File: src/rtl/led_matrix_receiver_pkg.sv
// Shared constants and FSM encoding for the SPI-fed LED matrix receiver.
// Both the byte shifter and the control top import this package.
package led_matrix_receiver_pkg;

  localparam logic [7:0] CMD_RESET_FRAME_INDEX = 8'h26;
  localparam logic [5:0] PIXEL_MAX             = 6'h3f;
  localparam logic [2:0] BIT_LAST              = 3'd7;

  typedef enum logic [1:0] {
    ST_IDLE = 2'd0,
    ST_RX   = 2'd1,
    ST_END  = 2'd2
  } state_e;

  // A frame is a command only when it carried exactly one byte and that byte is the opcode.
  function automatic logic is_cmd_frame(input logic [1:0] count, input logic [7:0] value);
    return (count == 2'd1) && (value == CMD_RESET_FRAME_INDEX);
  endfunction

endpackage

File: src/rtl/spi_rx_shifter.sv
// SPI mode-0 receive front end: synchronizes sclk/mosi/n_cs into the clock domain,
// detects edges and assembles MSB-first bytes. All outputs are single-cycle strobes.
module spi_rx_shifter
  import led_matrix_receiver_pkg::*;
(
  input  logic       clock,
  input  logic       reset,
  input  logic       sclk,
  input  logic       mosi,
  input  logic       n_cs,
  output logic       byte_done,
  output logic [7:0] data_byte,
  output logic       cs_fall,
  output logic       cs_rise,
  output logic       partial
);

  logic [2:0] sclk_s;
  logic [2:0] cs_s;
  logic [1:0] mosi_s;
  logic       live;
  logic       armed;
  logic       in_frame;
  logic [2:0] bit_cnt;
  logic [7:0] shreg;
  logic       sclk_rise;
  logic       fall_raw;
  logic       rise_raw;
  logic       shift;

  always_ff @(posedge clock) begin
    if (reset) begin
      sclk_s <= 3'b000;
      mosi_s <= 2'b00;
      cs_s   <= 3'b111;
    end else begin
      sclk_s <= {sclk_s[1:0], sclk};
      mosi_s <= {mosi_s[0], mosi};
      cs_s   <= {cs_s[1:0], n_cs};
    end
  end

  assign sclk_rise = sclk_s[1] & ~sclk_s[2];
  assign fall_raw  = ~cs_s[1] & cs_s[2];
  assign rise_raw  = cs_s[1] & ~cs_s[2];

  // A frame is only accepted after n_cs has been seen high since reset, so a
  // reset in mid-frame drops the rest of that frame.
  assign cs_fall   = armed & fall_raw;
  assign cs_rise   = in_frame & rise_raw;
  assign shift     = in_frame & sclk_rise;
  assign data_byte = {shreg[6:0], mosi_s[1]};
  assign byte_done = shift && (bit_cnt == BIT_LAST);

  // A byte finishing on the same cycle as n_cs rising is not a partial byte.
  always_comb begin
    partial = 1'b0;
    if (cs_rise) begin
      if (shift) partial = (bit_cnt != BIT_LAST);
      else       partial = (bit_cnt != 3'd0);
    end
  end

  always_ff @(posedge clock) begin
    if (reset) begin
      live     <= 1'b0;
      armed    <= 1'b0;
      in_frame <= 1'b0;
      bit_cnt  <= 3'd0;
      shreg    <= 8'h00;
    end else begin
      live <= 1'b1;
      // Stage 1 holds its reset value for one cycle, so wait until it reflects the pin.
      if (live && cs_s[0]) armed <= 1'b1;
      if (shift) shreg <= data_byte;
      if (cs_fall) begin
        in_frame <= 1'b1;
        bit_cnt  <= 3'd0;
      end else if (cs_rise) begin
        in_frame <= 1'b0;
        bit_cnt  <= 3'd0;
      end else if (shift) begin
        bit_cnt <= bit_cnt + 3'd1;
      end
    end
  end

endmodule

File: src/rtl/led_matrix_receiver.sv
// Control top: turns received SPI bytes into pixel writes with a one-byte hold-back,
// so a lone 0x26 frame can be recognised as the reset-frame-index command.
module led_matrix_receiver
  import led_matrix_receiver_pkg::*;
(
  input  logic       clock,
  input  logic       reset,
  input  logic       sclk,
  input  logic       mosi,
  input  logic       n_cs,
  output logic       rx_valid,
  output logic [7:0] rx_byte,
  output logic       pix_we,
  output logic [5:0] pix_addr,
  output logic [7:0] pix_data,
  output logic       cmd_rfi,
  output logic       frame_done,
  output logic       rx_abort,
  output state_e     fsm_state
);

  logic       byte_done;
  logic [7:0] data_byte;
  logic       cs_fall;
  logic       cs_rise;
  logic       partial;

  spi_rx_shifter u_shifter (
    .clock     (clock),
    .reset     (reset),
    .sclk      (sclk),
    .mosi      (mosi),
    .n_cs      (n_cs),
    .byte_done (byte_done),
    .data_byte (data_byte),
    .cs_fall   (cs_fall),
    .cs_rise   (cs_rise),
    .partial   (partial)
  );

  state_e     state;
  state_e     state_next;
  logic       ev_done;
  logic       ev_fall;
  logic       ev_rise;
  logic       ev_partial;
  logic       abort_pend;
  logic [7:0] rx_byte_q;
  logic       held_valid;
  logic [7:0] held_byte;
  logic [1:0] byte_cnt;
  logic [5:0] pix_idx;
  logic       wr;
  logic       rfi;
  logic       abort;

  // Events are registered so a byte completing with n_cs rising is handled in RX,
  // one cycle before END flushes the byte it just produced.
  always_ff @(posedge clock) begin
    if (reset) begin
      ev_done    <= 1'b0;
      ev_fall    <= 1'b0;
      ev_rise    <= 1'b0;
      ev_partial <= 1'b0;
      abort_pend <= 1'b0;
      rx_byte_q  <= 8'h00;
    end else begin
      ev_done    <= byte_done;
      ev_fall    <= cs_fall;
      ev_rise    <= cs_rise;
      ev_partial <= partial;
      abort_pend <= ev_rise & ev_partial;
      if (byte_done) rx_byte_q <= data_byte;
    end
  end

  always_ff @(posedge clock) begin
    if (reset) state <= ST_IDLE;
    else       state <= state_next;
  end

  always_comb begin
    state_next = state;
    case (state)
      ST_IDLE: if (ev_fall) state_next = ST_RX;
      ST_RX:   if (ev_rise) state_next = ST_END;
      ST_END:  state_next = ST_IDLE;
      default: state_next = ST_IDLE;
    endcase
  end

  always_comb begin
    wr    = 1'b0;
    rfi   = 1'b0;
    abort = 1'b0;
    if (state == ST_END) begin
      abort = abort_pend;
      if (is_cmd_frame(byte_cnt, held_byte)) rfi = 1'b1;
      else                                   wr  = held_valid;
    end else if (ev_done) begin
      wr = held_valid;
    end
  end

  always_ff @(posedge clock) begin
    if (reset) begin
      held_valid <= 1'b0;
      held_byte  <= 8'h00;
      byte_cnt   <= 2'd0;
      pix_idx    <= 6'd0;
    end else begin
      if (state == ST_END) begin
        held_valid <= 1'b0;
        held_byte  <= 8'h00;
        byte_cnt   <= 2'd0;
      end else if (ev_done) begin
        held_valid <= 1'b1;
        held_byte  <= rx_byte_q;
        if (byte_cnt != 2'd2) byte_cnt <= byte_cnt + 2'd1;
      end
      if (rfi)     pix_idx <= 6'd0;
      else if (wr) pix_idx <= pix_idx + 6'd1;
    end
  end

  assign rx_valid   = ev_done;
  assign rx_byte    = rx_byte_q;
  assign pix_we     = wr;
  assign pix_addr   = pix_idx;
  assign pix_data   = wr ? held_byte : 8'h00;
  assign frame_done = wr && (pix_idx == PIXEL_MAX);
  assign cmd_rfi    = rfi;
  assign rx_abort   = abort;
  assign fsm_state  = state;

endmodule

File: config.mk
export PLATFORM = sky130hd
export DESIGN_NAME = led_matrix_receiver
export DESIGN_NICKNAME = d
export VERILOG_FILES = /design/src/rtl/led_matrix_receiver_pkg.sv /design/src/rtl/spi_rx_shifter.sv /design/src/rtl/led_matrix_receiver.sv
export SDC_FILE = /design/constraint.sdc
export NUM_CORES = 1
export LEC_CHECK = 0
export ABC_AREA = 1
export BUFFER_PORTS_ARGS = -buffer_cell sky130_fd_sc_hd__buf_4
export CORE_MARGIN = 2
export CORE_UTILIZATION = 35
export CTS_CLUSTER_SIZE = 25
export DETAILED_ROUTE_END_ITERATION = 16
export HOLD_SLACK_MARGIN = 0.02
export PLACE_DENSITY_LB_ADDON = 0.05
export SYNTH_ARGS = -nofsm -noshare
export SYNTH_HDL_FRONTEND = slang
export SYNTH_SLANG_ARGS = --single-unit
File: constraint.sdc
create_clock -name clock -period 1.27 [get_ports clock]
set_clock_uncertainty 0.15 [all_clocks]
set_input_delay 0.127 -clock clock [delete_from_list [all_inputs] [get_ports clock]]
set_output_delay 0.127 -clock clock [all_outputs]
set_load 0.01 [all_outputs]
==> run_results.csv <==
group,metric,value,unit
outcome,status,"finished with violations",
outcome,violations,"negative setup slack",
cts,cts_root_buffer,"clkbuf_8",
logic_synthesis,syn_nets,276,
worst_setup_path,rr_endpoint,"pix_addr[4]",
layout,diodes,0,
timing,fin_tns_setup,-6840,ps
layout,instances_no_fill,422,
power_and_ir_drop,irDropWorstVdd,0.5650,mV
route,wl_met2,2432,um
route,viasPerCell,4.493,
route,ant_nets,0,
cts,cts.path.max_buffers,2,
placement,io_buffers,33,
logic_synthesis,netlist.top_cell.by_area,"dfxtp_1",
placement,pre_cts_slack,-157.6,ps
run,max_cap_viol_count,0,
layout,finish.utilization,0.5771,
logic_synthesis,ys_seq_area_frac,0.4950,
worst_hold_path,min_path_type,"primary input to flip-flop",
timing,max-slew-margin-rel,0.8373,
grt,grt_pass1_vias,1623,
worst_setup_path,cp_max_fo,6,
logic_synthesis,syn-cell-area,2143,sq um
route,top_layer_used,"met4",
grt,antenna_found_initial,0,
grt,overflow,0,
route,vias,1896,
worst_hold_path,min_from,"reset",
route,dr_wl_met3,141,um
layout,final_nets,357,
worst_setup_path,r2r_cells,10,
power_and_ir_drop,p_per_area,791.1,nW/um^2
placement,globalplace.congestion,0.7419,
floorplan,die_h,82.26,um
logic_synthesis,synth_edf_count,0,
grt,grt_max_degree,19,
route,first_pass_iters,4,
floorplan,coreArea,5921,sq um
logic_synthesis,async_flop_share,0,
worst_setup_path,crit_path_max_incr_delay,330,ps
logic_synthesis,synth.area.top_cells,"dfxtp_1, nand2_1, a21oi_1",
route,wl,4846,um
route,drc,0,
route,wire_per_inst,11.48,um
timing,min_period,1720,ps
worst_setup_path,worstPathArrival,1440,ps
worst_setup_path,end_kind,"output port",
worst_setup_path,crit_path_cell_trace,"inv_2 -> ha_4 -> nand2_4 -> nor2_4 -> nand3_4 -> nand2_8 -> nor2_2 -> buf_4",
logic_synthesis,yosys_most_used_dff,"dfxtp_1",
layout,area_growth,59.43,%
layout,most-common-layout-cells,"buf_4, dfxtp_1, nand2_1, inv_1, nor2_1",
timing,worstMarginPinSlew,244.0,ps
logic_synthesis,synth_seq_cells,53,
floorplan,die_area,6766,sq um
floorplan,die_w,82.26,um
timing,postLayoutSetupSlackWorst,-450.3,ps
worst_setup_path,slowest_stage,"dfxtp_2",
power_and_ir_drop,power,2.703,mW
worst_hold_path,min_to,"byte_cnt[1]",
grt,grt_usage,0.1444,
grt,grt_pass1_wl,7424,um
worst_setup_path,required,990,ps
layout,design_area,3417,sq um
worst_setup_path,startpoint_type,"flip-flop",
timing,drv_slew,0,
timing,finalSetupViolations,28,
floorplan,initial_core_util,0.3620,
worst_setup_path,worstReg2RegStart,"byte_cnt[1]",
logic_synthesis,yosysTopAreaCellShare,0.4950,
worst_setup_path,crit_buf_inv,2,
timing,fin_worst_hold_slack,34.04,ps
cts,clkLatencyLatePin,300,ps
route,drt-met1-wl,2235,um
placement,dp.cells,397,
cts,htreeDepth,2,
layout,final_common_cell,"buf_4",
worst_setup_path,worstSetupPathType,"flip-flop to output port",
logic_synthesis,yosys_warnings,0,
layout,fillers,557,
placement,place_hpwl,3282,um
timing,fmax,581.3,MHz
cts,cts_tree,"done",
cts,numCtsBuffers,5,
route,drtIter0Drc,27,
worst_setup_path,regToRegSetupSlack,-320,ps
logic_synthesis,syn_area_per_cell,8.088,sq um
timing,finalCritPeriodShare,1.355,
timing,rsz0062_at_grt,"true",
worst_setup_path,crit_path_start,"byte_cnt[1]",
layout,drive_gt1_frac,0.5187,
timing,hold_violations,0,
logic_synthesis,netlist_instances,265,
power_and_ir_drop,leakage,1.335,nW
placement,place_area,2749,sq um
logic_synthesis,yosysUniqueCellTypes,32,
cts,clock_sink_count,53,
worst_hold_path,holdPathStages,4,
worst_setup_path,cpLargestDelayFamily,"simple AND/OR/NAND/NOR gates",
floorplan,rows,28,
cts,clkTransAtPathRegs,90,ps
floorplan,num_io_pins,34,
## flip-flops by register name (all words and copies together), names as in the netlist
name	count
ev_rise	1
u_shifter.shreg	7
held_byte	8
ev_fall	1
u_shifter.bit_cnt	3
u_shifter.in_frame	1
abort_pend	1
fsm_state	2
ev_partial	1
u_shifter.mosi_s	2
u_shifter.armed	1
u_shifter.sclk_s	3
rx_valid	1
rx_byte	8
u_shifter.live	1
u_shifter.cs_s	3
held_valid	1
byte_cnt	2
pix_addr	6
## synth_stat cells (3+ instances only)
cell type,n
a211oi_1,3
nand3_1,13
inv_1,32
nor2_1,31
a21oi_1,27
dfxtp_1,53
buf_6,3
o21ai_1,3
o21ai_0,6
ha_1,6
nand2_4,4
nand2_1,55
or2_2,3
inv_2,4
## cell type report
type,count,area (sq um),area share
inverters,38,165.2,0.04833
flip-flops and latches,53,1079,0.3156
clock buffers,6,72.57,0.02124
repair buffers,81,753.2,0.2204
well taps,75,93.84,0.02746
multi-input cells,167,1244,0.3640
clock inverters,2,10.01,0.002929
## worst min-delay path, stage by stage
cell and delay [ps]:
buf_4 90, inv_2 60, nand2_2 120, a211oi_1 50
## per-layer routing
layer,track usage,vias to the layer above
li1,-,995
met1,0.1797,874
met2,0.2379,25
met3,0.03587,2
met4,0.06000,0
met5,0,-
## worst max-delay path by stage
stage             endpoint  cells after the start  slack [ps]
2_1_floorplan  pix_data[1]                      7        -120
3_3_place_gp   pix_data[0]                      8        -130
3_5_place_dp   pix_data[2]                      8        -160
4_1_cts            cmd_rfi                      8        -460
5_1_grt        pix_data[2]                      8        -540
6_report       pix_data[2]                      8        -450
## power breakdown
group / switching (mW) / internal, mW / leakage [nW] / total [mW]
Clock: 0.526 / 0.384 / 0.0450 / 0.910
Sequential: 0.00819 / 1.68 / 0.435 / 1.68
Combinational: 0.0605 / 0.0485 / 0.855 / 0.109
## cell families after synthesis
group | after synthesis | share of synthesized area
AOI/OAI and AO/OA | 45 | 0.1197
xor gates and xnor gates | 1 | 0.004087
adders and majority gates | 6 | 0.03503
buffers and inverters | 46 | 0.1016
DFF | 53 | 0.4950
and+or+nand+nor | 114 | 0.2446
## timing repair
item	in CTS	in global routing
hold buffers	4	1
hold endpoints to repair	7	1
endpoints found under the setup margin	37	42
buffers inserted	6	6
cloned	0	1
resized for setup	26	80
pin swaps	10	28
No activity file was read; power rests on OpenSTA's default activity.
